==> config.mk <==
export PLATFORM = sky130hd
export DESIGN_NAME = param_sync_fifo
export DESIGN_NICKNAME = d
export VERILOG_FILES = /design/src/rtl/fifo_pkg.sv /design/src/rtl/fifo_mem.sv /design/src/rtl/param_sync_fifo.sv
export SDC_FILE = /design/constraint.sdc
export NUM_CORES = 1
export LEC_CHECK = 0
export CAP_MARGIN = 20
export CORE_MARGIN = 2
export CORE_UTILIZATION = 39
export DETAILED_ROUTE_END_ITERATION = 6
export GPL_TIMING_DRIVEN = 1
export PLACE_DENSITY = 0.59
export RECOVER_POWER = 50
export SKIP_CTS_REPAIR_TIMING = 1
export SLEW_MARGIN = 20
export SYNTH_ARGS = -nofsm -noshare
export SYNTH_HDL_FRONTEND = slang
export SYNTH_SLANG_ARGS = --single-unit
export TNS_END_PERCENT = 30
==> constraint.sdc <==
create_clock -name clk -period 2.4 [get_ports clk]
set_input_delay 0.36 -clock clk [delete_from_list [all_inputs] [get_ports clk]]
set_output_delay 0.36 -clock clk [all_outputs]
set_load 0.02 [all_outputs]
==> src/rtl/fifo_pkg.sv <==
// Shared defaults and helpers for the synchronous FIFO.
package fifo_pkg;

    localparam int unsigned DEF_DATA_W    = 8;
    localparam int unsigned DEF_DEPTH     = 16;
    localparam int unsigned DEF_AE_THRESH = 2;

    // Width needed to hold an occupancy of 0..depth inclusive.
    function automatic int unsigned fifo_count_w(input int unsigned depth);
        return $clog2(depth + 1);
    endfunction

endpackage

==> src/rtl/fifo_mem.sv <==
// Storage array for the FIFO: one write port, one registered read port.
// The read register returns the pre-write contents when both ports hit the
// same address in one cycle (needed when the FIFO is full and reads+writes).
module fifo_mem #(
    parameter int unsigned DATA_W = 8,
    parameter int unsigned DEPTH  = 16,
    localparam int unsigned ADDR_W = $clog2(DEPTH)
) (
    input  logic              clk,
    input  logic              rst,
    input  logic              wr_en,
    input  logic [ADDR_W-1:0] wr_addr,
    input  logic [DATA_W-1:0] wr_data,
    input  logic              rd_en,
    input  logic [ADDR_W-1:0] rd_addr,
    output logic [DATA_W-1:0] rd_data
);

    logic [DATA_W-1:0] mem_q [DEPTH];
    logic [DATA_W-1:0] rd_data_q;

    // Array write; contents are intentionally not reset.
    always_ff @(posedge clk) begin
        if (wr_en) begin
            mem_q[wr_addr] <= wr_data;
        end
    end

    // Read register: loads on an accepted read, otherwise holds.
    always_ff @(posedge clk) begin
        if (rst) begin
            rd_data_q <= '0;
        end else if (rd_en) begin
            rd_data_q <= mem_q[rd_addr];
        end
    end

    assign rd_data = rd_data_q;

endmodule

==> src/rtl/param_sync_fifo.sv <==
// Parameterised single-clock FIFO with registered status flags.
// Optional macro FIFO_STICKY_ERR_EN: overflow/underflow latch until reset
// instead of pulsing for one cycle.
module param_sync_fifo
    import fifo_pkg::*;
#(
    parameter int unsigned DATA_W    = DEF_DATA_W,
    parameter int unsigned DEPTH     = DEF_DEPTH,
    parameter int unsigned AF_THRESH = DEPTH - 2,
    parameter int unsigned AE_THRESH = DEF_AE_THRESH
) (
    input  logic                       clk,
    input  logic                       rst,
    input  logic                       wr_en,
    input  logic [DATA_W-1:0]          wr_data,
    input  logic                       rd_en,
    output logic [DATA_W-1:0]          rd_data,
    output logic                       rd_valid,
    output logic                       full,
    output logic                       empty,
    output logic                       almost_full,
    output logic                       almost_empty,
    output logic [$clog2(DEPTH+1)-1:0] count,
    output logic                       overflow,
    output logic                       underflow
);

    localparam int unsigned ADDR_W = $clog2(DEPTH);
    localparam int unsigned PTR_W  = ADDR_W + 1;
    localparam int unsigned CNT_W  = fifo_count_w(DEPTH);

    localparam logic [CNT_W-1:0] AF_LVL = CNT_W'(AF_THRESH);
    localparam logic [CNT_W-1:0] AE_LVL = CNT_W'(AE_THRESH);

    // Elaboration-time legality checks.
    if ((DEPTH & (DEPTH - 1)) != 0 || DEPTH < 4 || DEPTH > 1024) begin : g_bad_depth
        $error("param_sync_fifo: DEPTH must be a power of two in 4..1024");
    end
    if (DATA_W < 1 || DATA_W > 256) begin : g_bad_width
        $error("param_sync_fifo: DATA_W must be in 1..256");
    end
    if (!(AE_THRESH < AF_THRESH && AF_THRESH <= DEPTH)) begin : g_bad_thresh
        $error("param_sync_fifo: need AE_THRESH < AF_THRESH <= DEPTH");
    end

    logic [PTR_W-1:0] wr_ptr_q, wr_ptr_d;
    logic [PTR_W-1:0] rd_ptr_q, rd_ptr_d;
    logic [CNT_W-1:0] count_q, count_d;
    logic             full_q, full_d;
    logic             empty_q, empty_d;
    logic             afull_q, afull_d;
    logic             aempty_q, aempty_d;
    logic             rd_valid_q;
    logic             ovf_q, ovf_d;
    logic             unf_q, unf_d;

    logic wr_acc, rd_acc;
    logic ovf_evt, unf_evt;

    // Access acceptance and error events, decided from registered flags only.
    always_comb begin
        rd_acc  = rd_en && !empty_q;
        // Writing into a full FIFO is fine when a read frees the head slot.
        wr_acc  = wr_en && (!full_q || rd_en);
        ovf_evt = wr_en && full_q && !rd_en;
        unf_evt = rd_en && empty_q;
    end

    // Next-state pointers, occupancy and flags (post-update view).
    always_comb begin
        wr_ptr_d = wr_ptr_q;
        rd_ptr_d = rd_ptr_q;
        count_d  = count_q;
        if (wr_acc) begin
            wr_ptr_d = wr_ptr_q + PTR_W'(1);
        end
        if (rd_acc) begin
            rd_ptr_d = rd_ptr_q + PTR_W'(1);
        end
        unique case ({wr_acc, rd_acc})
            2'b10:   count_d = count_q + CNT_W'(1);
            2'b01:   count_d = count_q - CNT_W'(1);
            default: count_d = count_q;
        endcase
        full_d   = (wr_ptr_d[ADDR_W-1:0] == rd_ptr_d[ADDR_W-1:0])
                   && (wr_ptr_d[ADDR_W] != rd_ptr_d[ADDR_W]);
        empty_d  = (wr_ptr_d == rd_ptr_d);
        afull_d  = (count_d >= AF_LVL);
        aempty_d = (count_d <= AE_LVL);
`ifdef FIFO_STICKY_ERR_EN
        ovf_d = ovf_q || ovf_evt;
        unf_d = unf_q || unf_evt;
`else
        ovf_d = ovf_evt;
        unf_d = unf_evt;
`endif
    end

    // State register with synchronous reset; accesses in the reset cycle are dropped.
    always_ff @(posedge clk) begin
        if (rst) begin
            wr_ptr_q   <= '0;
            rd_ptr_q   <= '0;
            count_q    <= '0;
            full_q     <= 1'b0;
            empty_q    <= 1'b1;
            afull_q    <= 1'b0;
            aempty_q   <= 1'b1;
            rd_valid_q <= 1'b0;
            ovf_q      <= 1'b0;
            unf_q      <= 1'b0;
        end else begin
            wr_ptr_q   <= wr_ptr_d;
            rd_ptr_q   <= rd_ptr_d;
            count_q    <= count_d;
            full_q     <= full_d;
            empty_q    <= empty_d;
            afull_q    <= afull_d;
            aempty_q   <= aempty_d;
            rd_valid_q <= rd_acc;
            ovf_q      <= ovf_d;
            unf_q      <= unf_d;
        end
    end

    fifo_mem #(
        .DATA_W (DATA_W),
        .DEPTH  (DEPTH)
    ) u_mem (
        .clk     (clk),
        .rst     (rst),
        .wr_en   (wr_acc && !rst),
        .wr_addr (wr_ptr_q[ADDR_W-1:0]),
        .wr_data (wr_data),
        .rd_en   (rd_acc && !rst),
        .rd_addr (rd_ptr_q[ADDR_W-1:0]),
        .rd_data (rd_data)
    );

    assign rd_valid     = rd_valid_q;
    assign full         = full_q;
    assign empty        = empty_q;
    assign almost_full  = afull_q;
    assign almost_empty = aempty_q;
    assign count        = count_q;
    assign overflow     = ovf_q;
    assign underflow    = unf_q;

endmodule
## After elaboration in Yosys (flattened, before gate mapping)

Memories as Yosys holds them, arrays and structs flattened. A register that Yosys moved wholly into a read port is not among the register bits.
Index checks and enable logic that the tools add are counted.

| storage, ports and cells | value |
|---|---|
| memories kept | 1 |
| memory bits (writable) | 128 |
| input bits | 12 |
| register bits | 22 |
| logic and storage cells | 40 |

| cells by class | value |
|---|---|
| equal/unequal tests | 5 |
| muxes and demuxes | 5 |
| $lt $le $gt $ge | 2 |
| add/sub/neg operators | 4 |
| reductions and logical operators | 13 |

Memories:

| memory | words | width | read ports | clocked after Yosys merged registers in | wr ports | line | RTL |
|---|---|---|---|---|---|---|---|
| u_mem.mem_q | 16 | 8 | 1 | 1 | 1 | fifo_mem.sv:19 | `logic [DATA_W-1:0] mem_q [DEPTH];` |

Operators with widths:

| operator | number |
|---|---|
| adder 5 x 1 -> 5 bit, second input constant | 3 |
| 2-to-1 mux 5 bit | 2 |
| one-hot mux 5 bit (2 select lines) | 1 |
| logical AND 1 bit | 8 |
| == test 5 bit | 1 |
| greater-or-equal comparator 5 x 4 -> 1 bit, second input constant | 1 |
| less-or-equal comparator 5 x 2 -> 1 bit, second input constant | 1 |
| subtractor 5 x 1 -> 5 bit, second input constant | 1 |
| == test 4 bit | 1 |
| logical NOT 1 bit | 4 |
| == test 2 x 1 -> 1 bit, second input constant | 1 |
| == test 2 bit, second input constant | 1 |
| 2-to-1 mux 1 bit | 2 |
| logical OR 1 bit | 1 |
| != test 1 bit | 1 |

## Longest topological paths before layout

| logic depth | value |
|---|---|
| word-level depth | 6 |
| mapped depth | 11 |
| depth with buffers taken out | 10 |

## Modules after synthesis

Synthesis repeated with hierarchy kept, for this count alone.

| second synthesis, totals | value |
|---|---|
| cells, all modules | 436 |
| area total of the unflattened synthesis | 6498.7 um2 |

Modules (own cells, without submodules):

| module | area an instance (um2) | sequential area each (um2) | cells an instance | times used |
|---|---|---|---|---|
| fifo_mem | 5343.9 | 4003.8 | 316 | 1 |
| param_sync_fifo | 1154.9 | 440.4 | 120 | 1 |

## Worst setup path after synthesis

No wires, ideal clock.

| path | value |
|---|---|
| path kind | reg-to-reg |
| start point | register full_q, in the netlist full |
| end point | register afull_q, in the netlist almost_full |
| path slack | 8 ps |
| required time | 2270 ps |
| arrival | 2262 ps |
| library setup time | 130 ps |
| cell stages (with the launch flop) | 12 |
| path through | dfxtp_1 nand2b_4 nand2_1 ha_1 clkbuf_1 xor2_1 ha_1 nor2_1 o31ai_1 o211a_1 mux2i_1 o41ai_1 |

| between the ends | value |
|---|---|
| longest elaborated chain between the ends | 6 |

RTL lines:

| what | line | RTL |
|---|---|---|
| from (decl) | param_sync_fifo.sv:49 | `logic full_q, full_d;` |
| from (signal assigned) | param_sync_fifo.sv:116 | `full_q <= full_d;` |
| logical NOT 1 bit * | param_sync_fifo.sv:64 | `wr_acc = wr_en && (!full_q \|\| rd_en);` |
| logical OR 1 bit * | param_sync_fifo.sv:64 |  |
| logical AND 1 bit * | param_sync_fifo.sv:64 |  |
| == test 2 x 1 -> 1 bit / == test 2 bit (equally long branches) | param_sync_fifo.sv:80 | `unique case ({wr_acc, rd_acc})` |
| one-hot mux 5 bit (2 select lines) * | param_sync_fifo.sv:80 |  |
| greater-or-equal comparator 5 x 4 -> 1 bit * | param_sync_fifo.sv:88 | `afull_d = (count_d >= AF_LVL);` |
| to (signal assigned) | param_sync_fifo.sv:118 | `afull_q <= afull_d;` |
| to (decl) | param_sync_fifo.sv:51 | `logic afull_q, afull_d;` |

Mark *: on every way between the ends. The rest lies on a longest branch, timed or not.
A chain may end at the register's enable or synchronous reset.

## Worst setup path in the final report

| path | value |
|---|---|
| start point | input port wr_en |
| end point | register afull_q, in the netlist almost_full |

| between the ends | value |
|---|---|
| longest elaborated chain between the ends | 4 |

RTL lines:

| what | line | RTL |
|---|---|---|
| from (decl) | param_sync_fifo.sv:14 | `input logic wr_en,` |
| logical AND 1 bit * | param_sync_fifo.sv:64 |  |
| == test 2 x 1 -> 1 bit / == test 2 bit (equally long branches) | param_sync_fifo.sv:80 |  |
| one-hot mux 5 bit (2 select lines) * | param_sync_fifo.sv:80 |  |
| greater-or-equal comparator 5 x 4 -> 1 bit * | param_sync_fifo.sv:88 |  |

Marked as above.

==> metrics.cfg <==
[run_status]
outcome = finished clean

[cts]
cts_buffer_depth = 2
clkLatencyLatePin_ns = 0.42
cts_root_buf = clkbuf_16
clk_pin_slew_worst_paths_ns = 0.06
cts_tree = built
cts.sinks = 158
htreeDepth = 4
numCtsBuffers = 17

[placement]
place_area_um2 = 7140
numPortBuffers = 31
dp_hpwl_um = 8420
gp_congestion = 0.764

[synth]
synth.distinct_cells = 41
synthFlopType = edfxtp_1
synth_edf_count = 128
syn_nets = 405
ys_seq_area_share_pct = 69.6
async_reset_ff_share_pct = 0
yosys_register_bits = 158
synthCells = 385
syn_area_um2 = 6380
synth.avg_cell_area_um2 = 16.6
ys_warn_count = 0

[global_route]
antenna_found_initial = 0
grt_start_max_net_pins = 33
met3_usage_pct = 3.96
overflow = 0
grt_pass1_wl_um = 21000
met1_usage_pct = 21.7
grt_pass1_vias = 3677
busiest_layer = met2
track_usage_pct = 16.3
grt_use_met2_pct = 25.8

[setup_path]
cp_top_family = buffers and inverters
cp-end-kind = flip-flop
cp_slowest_cell = dlygate4sd3_1
worstSetupPathType = in2reg
path_buf_inv = 1
worstPathRequired_ns = 2.67
arrival_ns = 2.49
cp_max_fo = 3
start_kind = input pin
crit_chain = dlygate4sd3_1 -> nand2_1 -> ha_1 -> xor2_1 -> ha_2 -> nor2_1 -> o31ai_1 -> o211a_1 -> mux2i_4 -> o41ai_2
slowest_delay_ns = 0.56

[power]
vdd_ir_drop_max_mv = 0.574
powerDensity_nw_per_um2 = 827
power_leakage_nw = 2.61

[drt]
vias_per_cell = 5.17
drtAntennaViolNets = 0
drt_pass1_iterations = 4
drc_errors = 0
wire_per_inst_um = 19.4
wl_um = 13200
drt-initial-drc-count = 331
vias = 3505

[layout]
layout_commonest_cell = edfxtp_1
nets = 469
fill_cells = 1364
drive_gt1_share_pct = 21.6
final_cell_mix = 128 x edfxtp_1, 42 x nor2_1, 32 x mux4_2
post-route-cell-area_um2 = 7740
syn2layout_area_growth_pct = 21.3
diodes = 0

[floorplan]
core_um2 = 15900
row_count = 46
die_height_um = 132
start_util_pct = 40.0
pin_count = 32
design.die.area_um2 = 17400
fp.dieW_um = 132

[sta]
tightest_slew_ns = 0.802
setup_violations = 0
period_share_pct = 92.6
skew_ns = 0.00796
fin_crit_ns = 2.22
setup-tns-final_ns = 0
rsz0062_at_grt = no
hold_viol = 0
max_freq_mhz = 450
relSlewSlack_pct = 46.3
maxSlewViolCount = 0

[hold_path]
hold_class = in2reg

[job]
max-cap-violations = 0

## area by class of cell
cell class	instances	area (um2)	share of cell area, %
inverters	8	30.0	0.388
well taps	216	270	3.49
clock inverters	15	184	2.38
clock buffers	17	425	5.49
multi-input cells	196	1810	23.3
repair buffers	68	583	7.53
flip-flops and latches	158	4450	57.4
## power breakdown
part           total, W  internal [W]  switching [W]  leakage [nW]
Sequential      0.00307       0.00302      0.0000527          1.40
Clock           0.00275       0.00165        0.00110         0.287
Combinational  0.000581      0.000274       0.000307         0.925
## routing by layer
metal / vias to the layer above / part of all wire [%]
met1: 1773 / 44
met5: - / 0
met4: 0 / 1.7
met2: 96 / 49
met3: 16 / 5.3
li1: 1620 / -
## state kept, by name (all words and copies together), names as in the netlist
register       flops
underflow          1
rd_valid           1
almost_empty       1
wr_ptr_q           5
empty              1
overflow           1
u_mem.mem_q      128
rd_ptr_q           5
count              5
u_mem.rd_data      8
full               1
almost_full        1
## cell families (layout without fill, tap and decap cells)
kind of cell / Yosys count / after routing / synth area share (%)
xor+xnor: 18 / 18 / 2.70
buf+inv: 31 / 108 / 2.47
mux: 35 / 35 / 11.8
fa+ha+maj: 8 / 8 / 1.57
simple gates: 79 / 79 / 6.05
flops: 158 / 158 / 69.6
compound gates: 56 / 56 / 5.84
## worst register-to-register path, delay by kind of cell (launching register included)
kind / cells / cell delay (ns)
AO/OA/AOI/OAI: 3 / 0.54
XOR/XNOR: 1 / 0.17
adder cells (fa/ha/maj): 2 / 0.42
buffers and inverters: 1 / 0.06
flip-flops: 1 / 0.36
multiplexers: 1 / 0.28
AND/OR/NAND/NOR: 2 / 0.20
## cell usage after synthesis (3+ instances only)
cell type	instances	area (um2)
dfxtp_1	30	601
nand3_1	3	15.0
nor2b_1	4	25.0
nor3_1	6	30.0
a22oi_1	17	128
edfxtp_1	128	3840
xnor2_1	4	35.0
clkbuf_1	14	52.6
o21ai_0	4	20.0
o21a_1	3	22.5
a21oi_1	21	105
nor2_1	42	158
mux4_2	32	721
nand2_1	9	33.8
inv_1	8	30.0
nand2b_1	4	25.0
buf_6	5	56.3
mux2i_1	3	30.0
ha_1	8	100
xor2_1	13	114
## per-stage QoR
stage               setup WS (ns)  util (%)  power, W  hold slack [ns]  instances
floorplan                 0.00761         -   0.00349            0.459        385
global placement           -0.275      44.8   0.00370            0.468        646
detailed placement         -0.386      44.8   0.00371            0.468        646
CTS                        0.0572      48.6   0.00646            0.477        678
global route               0.0188      48.6   0.00664            0.279        678
finish                      0.178      48.6   0.00640            0.274        678
## final timing paths
path	startpoint	end	slack [ns]	cells past startpoint
hold / removal	rd_en	underflow	0.27	3
hold reg to reg	empty	underflow	0.48	2
setup reg to reg	empty	almost_full	0.23	10
setup / recovery	wr_en	almost_full	0.18	10
Note: power is estimated with default switching activity, not from simulation.
